<file path="src/rtl/wait_pass_pkg.sv">
// Shared widths and defaults for the write_tohost completion monitor.
package wait_pass_pkg;
  localparam int          CNT_W              = 32;
  localparam logic [31:0] CNT_MAX            = 32'hFFFF_FFFF;
  localparam logic [63:0] TOHOST_PC_DEFAULT  = 64'h0000_0000_8000_0040;
endpackage

</file>
<file path="src/rtl/wait_pass_monitor_sat_counter.sv">
// Saturating up-counter; sticks at CNT_MAX instead of wrapping.
module sat_counter
  import wait_pass_pkg::*;
(
  input  logic             clk,
  input  logic             rst_n,
  input  logic             inc,
  output logic [CNT_W-1:0] count
);
  always_ff @(posedge clk or negedge rst_n) begin
    if (!rst_n)                       count <= '0;
    else if (inc && count != CNT_MAX) count <= count + 1'b1;
  end
endmodule

</file>
<file path="src/rtl/wait_pass_monitor.sv">
// Counts retirements at the write_tohost PC and timestamps the first one.
module wait_pass_monitor
  import wait_pass_pkg::*;
#(
  parameter int              PC_W      = 64,
  parameter logic [PC_W-1:0] TOHOST_PC = PC_W'(TOHOST_PC_DEFAULT)
) (
  input  logic             tb_clk,
  input  logic             tb_rst_n,
  output logic [CNT_W-1:0] pc_write_to_host_cnt,
  output logic [CNT_W-1:0] pc_write_to_host_cycle,
  output logic [CNT_W-1:0] valid_ir_cycle,
  output logic [CNT_W-1:0] cycle_count,
  input  logic             ir_valid,
  input  logic [PC_W-1:0]  ir_pc
);
  logic hit;

  // ir_valid gates first so an X PC on idle cycles can never produce a hit
  assign hit = ir_valid && (ir_pc == TOHOST_PC);

  sat_counter u_cycle_cnt (
    .clk   (tb_clk),
    .rst_n (tb_rst_n),
    .inc   (1'b1),
    .count (cycle_count)
  );

  sat_counter u_valid_cnt (
    .clk   (tb_clk),
    .rst_n (tb_rst_n),
    .inc   (ir_valid),
    .count (valid_ir_cycle)
  );

  sat_counter u_hit_cnt (
    .clk   (tb_clk),
    .rst_n (tb_rst_n),
    .inc   (hit),
    .count (pc_write_to_host_cnt)
  );

  // Only the first hit after reset is timestamped, using the pre-increment cycle count
  always_ff @(posedge tb_clk or negedge tb_rst_n) begin
    if (!tb_rst_n)                           pc_write_to_host_cycle <= '0;
    else if (hit && pc_write_to_host_cnt == '0) pc_write_to_host_cycle <= cycle_count;
  end
endmodule

</file>
<file path="config.mk">
export PLATFORM = sky130hd
export DESIGN_NAME = wait_pass_monitor
export DESIGN_NICKNAME = d
export VERILOG_FILES = /design/src/rtl/wait_pass_pkg.sv /design/src/rtl/wait_pass_monitor_sat_counter.sv /design/src/rtl/wait_pass_monitor.sv
export SDC_FILE = /design/constraint.sdc
export NUM_CORES = 1
export LEC_CHECK = 0
export BUFFER_PORTS_ARGS = -buffer_cell sky130_fd_sc_hd__buf_2
export CORE_ASPECT_RATIO = 0.9
export CORE_UTILIZATION = 40
export DETAILED_ROUTE_END_ITERATION = 6
export GPL_ROUTABILITY_DRIVEN = 1
export PLACE_DENSITY = 0.65
export SLEW_MARGIN = 30
export SYNTH_ARGS = -nofsm -noshare
export SYNTH_HDL_FRONTEND = slang
export SYNTH_HIERARCHICAL = 1
export SYNTH_SLANG_ARGS = --single-unit
</file>
<file path="constraint.sdc">
create_clock -name tb_clk -period 2.1 [get_ports tb_clk]
set_input_delay 0.21 -clock tb_clk [delete_from_list [all_inputs] [get_ports tb_clk]]
set_output_delay 0.21 -clock tb_clk [all_outputs]
set_load 0.01 [all_outputs]
</file>
# --- Word-level counts from Yosys, hierarchy flattened ---
# Index checks and enable logic that the tools add are counted.
totals:
  register_bits: 128
  in_bits: 67
  out_inout_bits: 128
  word_cells: 16
op_classes:
  n_addsub: 3
  n_eq_ne: 4
  n_reduce_logical: 5
op_table:
  columns: ["cell", "n"]
  rows:
  - ["adder 32 x 1 -> 32 bit (second input constant)", 3]
  - ["!= test 32 bit (second input constant)", 3]
  - ["== test 64 x 32 -> 1 bit (second input constant)", 1]
  - ["logical NOT 32 bit", 1]
  - ["logical AND 1 bit", 4]

# --- Longest topological paths before layout ---
logic_depth:
  ltp_word: 3
  depth_mapped: 10
  ltp_nobuf: 9

# --- By module ---
# The synthesis kept the hierarchy.
by_module_without_submodules:
  columns: ["module", "n_inst", "cells_per_inst", "area_each_um2", "seq_area_each_um2"]
  rows:
  - ["sat_counter at u_cycle_cnt ...", 2, 151, 1624.1, 800.8]
  - ["wait_pass_monitor", 1, 106, 1557.7, 800.8]
  - ["sat_counter at u_hit_cnt", 1, 140, 1522.7, 800.8]

# --- Worst setup path after synthesis ---
# OpenSTA, ideal clock, no wires.
synth_path:
  path_type: "input to register"
  from: "in ir_pc[12]"
  to: "reg u_hit_cnt.count[30]"
  setup_ns: 0.080
  arrival_ns: 2.230
  t_required_ns: 2.020
  path_slack_ns: -0.210
  stages: 10
  path_cell_list: "nor4b_1 nand4_1 nor2_1 nand2_1 nor3_1 nand3_1 or3_1 buf_6 nor4_1 xnor2_1"
synth_between:
  elab_chain_cells: 3
synth_rtl:
  columns: ["element", "line", "rtl"]
  rows:
  - ["start: declaration", "wait_pass_monitor.sv:15", "input logic [PC_W-1:0] ir_pc"]
  - ["== test 64 x 32 -> 1 bit", "wait_pass_monitor.sv:20", "assign hit = ir_valid && (ir_pc == TOHOST_PC);"]
  - ["logical AND 1 bit", "wait_pass_monitor.sv:20", null]
  - ["net hit", "wait_pass_monitor.sv:17", "logic hit;"]
  - ["logical AND 1 bit", "wait_pass_monitor_sat_counter.sv:12", "else if (inc && count != CNT_MAX) count <= count + 1'b1;"]
  - ["end signal: assignment", "wait_pass_monitor_sat_counter.sv:12", null]
  - ["end: declaration", "wait_pass_monitor_sat_counter.sv:8", "output logic [CNT_W-1:0] count"]
# The timed path passes the listed nets, and every way through them passes these cells.
# A chain may end at the register's enable or synchronous reset.

# --- Final worst setup path ---
layout_path:
  from: "reg u_hit_cnt.count[4]"
  to: "reg u_hit_cnt.count[31]"
layout_between:
  elab_chain_cells: 2
  elab_cells_between_ends: 3
  classes_between: "1 x add/sub; 1 x eq/ne; 1 x reduce/logical"
layout_rtl:
  columns: ["element"]
  rows:
  - ["parallel branches: the longest is 2 deep, another holds adder 32 x 1 -> 32 bit"]
# Several ways; the timed one is not identified.

==> flow_summary.ini <==
[outcome]
status = complete, no violations

[synthesis]
synth_edf_count = 0
ys_top_cells_by_area = dfrtp_1 51%, xnor2_1 9.3%, mux2_4 7.1%, nand4_1 4.9%, nand3_1 3.2%
synth-seq-cells = 128
synthesis.area_um2 = 6330
seq_area_frac_synth_pct = 50.6
syn_area_per_cell_um2 = 11.5
synthArstFlopShare_pct = 100
synth_top_area_share_pct = 50.6
ys.flop_type = dfrtp_1
ys.warnings.count = 6
synth_cells = 548
yosysTopAreaCell = dfrtp_1
synth_cell_types = 42

[power_and_ir_drop]
p_total_mw = 6.69
power_density_nw_per_um2 = 760
p_leak_nw = 4.49
ir_worst_vdd_mv = 0.555

[global_route]
track_usage_pct = 21.9
antenna_found_initial = 0
grt_pass1_vias = 5355
grt_max_degree = 68
grt_pass1_wl_um = 28000
gr-total-overflow = 0

[sta]
fmax_ghz = 0.489
finalSetupViolations = 0
relSlewSlack_pct = 66.6
setup_slack_ps = 53.4
fin_crit_ps = 2050
fin_crit_sh_pct = 97.5
timing.hold.ws_ps = 236
hold_violations = 0
final-max-slew-violation-count = 0
tightest_slew_ps = 499
finalClockSkew_ps = 9.36
tns_ps = 0

[die]
die_h_um = 121
ios = 195
core-area_um2 = 15400
initial_utilization_pct = 41.0
die_area_um2 = 16300
num_rows = 43
die_w_um = 135

[route]
vias_per_cell = 5.31
wl_per_cell_um = 16.6
drc_errors = 0
drt_iter0_markers = 295
dr_total_vias = 5526
drt_pass1_iterations = 4
antenna_left = 0
finalWirelength_um = 17300

[worst_setup_path]
crit_required_ps = 2400
crit_path_start = u_hit_cnt/count[4]
cp-start-kind = register
end_kind = register
path_class = reg2reg
timing.rr.start = u_hit_cnt/count[4]
max_stage_delay_ps = 580
path_cells = nand4_4 -> or4_4 -> a311oi_4 -> or3b_4 -> xnor2_1
critical_path_arrival_ps = 2350
crit_slowest_cell = or4_4
crit_fanout = 4

[placement]
dp_slack_ps = -329
dpl.cell_count = 1008
place_hpwl_um = 12900
io_buffers = 194
routabilityCongestion = 0.980
dpl_cell_area_um2 = 8090

[min_path]
worstHoldStart = ir_valid
hold_path_class = in2reg

[cts]
ctsRootBufferMaster = clkbuf_16
clockBufferDepth = 2
cts_tree = built
path_clk_slew_ps = 60
cts_sinks = 128
cts_max_level = 4
clk_latency_ps = 420
numCtsBuffers = 17

[cells_and_area]
final_cells = 1041
syn2layout_area_growth_pct = 39.1
drive_gt1_share_pct = 44.5
fin_util_pct = 57.0
nets = 896
postLayoutCellArea_um2 = 8800
diodes = 0

[run]
drv_cap = 0
==> power by group <==
group | total [mW] | internal (mW) | switching [mW] | leakage, nW
registers | 2.82 | 2.60 | 0.213 | 1.74
clock network | 3.14 | 2.05 | 1.09 | 0.303
logic | 0.731 | 0.327 | 0.405 | 2.45
==> cell families (layout without fill, tap and decap cells) <==
kind of cell               Yosys count  count (layout)  share of synthesized area (%)
muxes                               37              37                           8.36
AOI/OAI and AO/OA                   19              19                           2.55
xor gates and xnor gates            88              88                           12.2
other                                1               6                         0.0593
DFF                                128             128                           50.6
adders and majority gates            3               3                          0.593
and+or+nand+nor                    257             257                           24.0
buffers and inverters               15             301                           1.60
==> final cells by class <==
class | instances | area [um2]
fill | 1305 | 6640
sequential | 128 | 3210
multi-input combinational | 410 | 3160
timing repair buffer | 263 | 1520
clock buffer | 20 | 457
tap | 202 | 253
clock inverter | 12 | 183
inverter | 6 | 22.5
==> registers in the layout (all words and copies together), names as in the netlist <==
name / flops
pc_write_to_host_cycle: 32
u_cycle_cnt/count: 32
u_hit_cnt/count: 32
u_valid_cnt/count: 32
==> cells in the mapped netlist, drive strengths merged, types with 2 or more instances <==
master    n
nand3    44
nand4    53
buf       6
clkbuf    3
nand3b    2
o31ai     2
xnor2    67
nor2     33
o211ai    4
xor2     21
inv       6
a311oi    2
nor4b     3
dfrtp   128
or4       6
nand2    44
nor2b     2
and3      6
ha        3
nor4     35
nor3     14
a31oi     2
and4     11
a21oi     7
mux2     37
==> worst max-delay path, delay by kind of cell, from the launching register on <==
family | cells | cell delay [ps]
AO/OA/AOI/OAI | 1 | 300
AND/OR/NAND/NOR | 3 | 1100
flip-flops | 1 | 400
XOR/XNOR | 1 | 130
==> cell usage in the layout (no fill, tap or decap), types with 17 or more instances in the layout <==
cell type	synthesis	layout
nor4_1	30	24
xor2_1	21	21
buf_4	0	66
nand2_1	42	42
buf_2	0	193
mux2_4	30	30
nand4_1	50	50
clkbuf_16	0	17
dfrtp_1	128	123
nand3_1	41	41
nor2_1	33	31
xnor2_1	67	67
==> metal layers <==
layer  wire length (um)  share of wire [%]  vias to the layer above  global-route usage, %
met1               7890                 46                     2750                   30.4
met2               8160                 47                      158                   33.4
met4                380                2.2                        0                   8.57
met3                876                5.1                       28                   4.85
met5                  0                  0                        -                      0
li1                   -                  -                     2590                      -
==> path summary, 6_finish.rpt <==
check / slack (ps) / end / depth (start not counted)
setup / recovery: 50 / u_hit_cnt/count[31] / 5
hold / removal: 240 / u_valid_cnt/count[2] / 4
setup reg to reg: 50 / u_hit_cnt/count[31] / 5
hold reg to reg: 500 / u_valid_cnt/count[31] / 1
max in group asynchronous: 1070 / u_cycle_cnt/count[14] / 3
min in group asynchronous: 260 / u_valid_cnt/count[16] / 2
==> timing repair <==
item                                   in CTS  in global routing
resized for setup                           1                 12
endpoints found under the hold margin      26                  0
pin swaps                                   0                  4
cloned                                      0                  0
setup endpoints to repair                   4                 55
buffers inserted                            0                  0
hold buffers                                1                  0
Power figures use the tool's default switching activity.
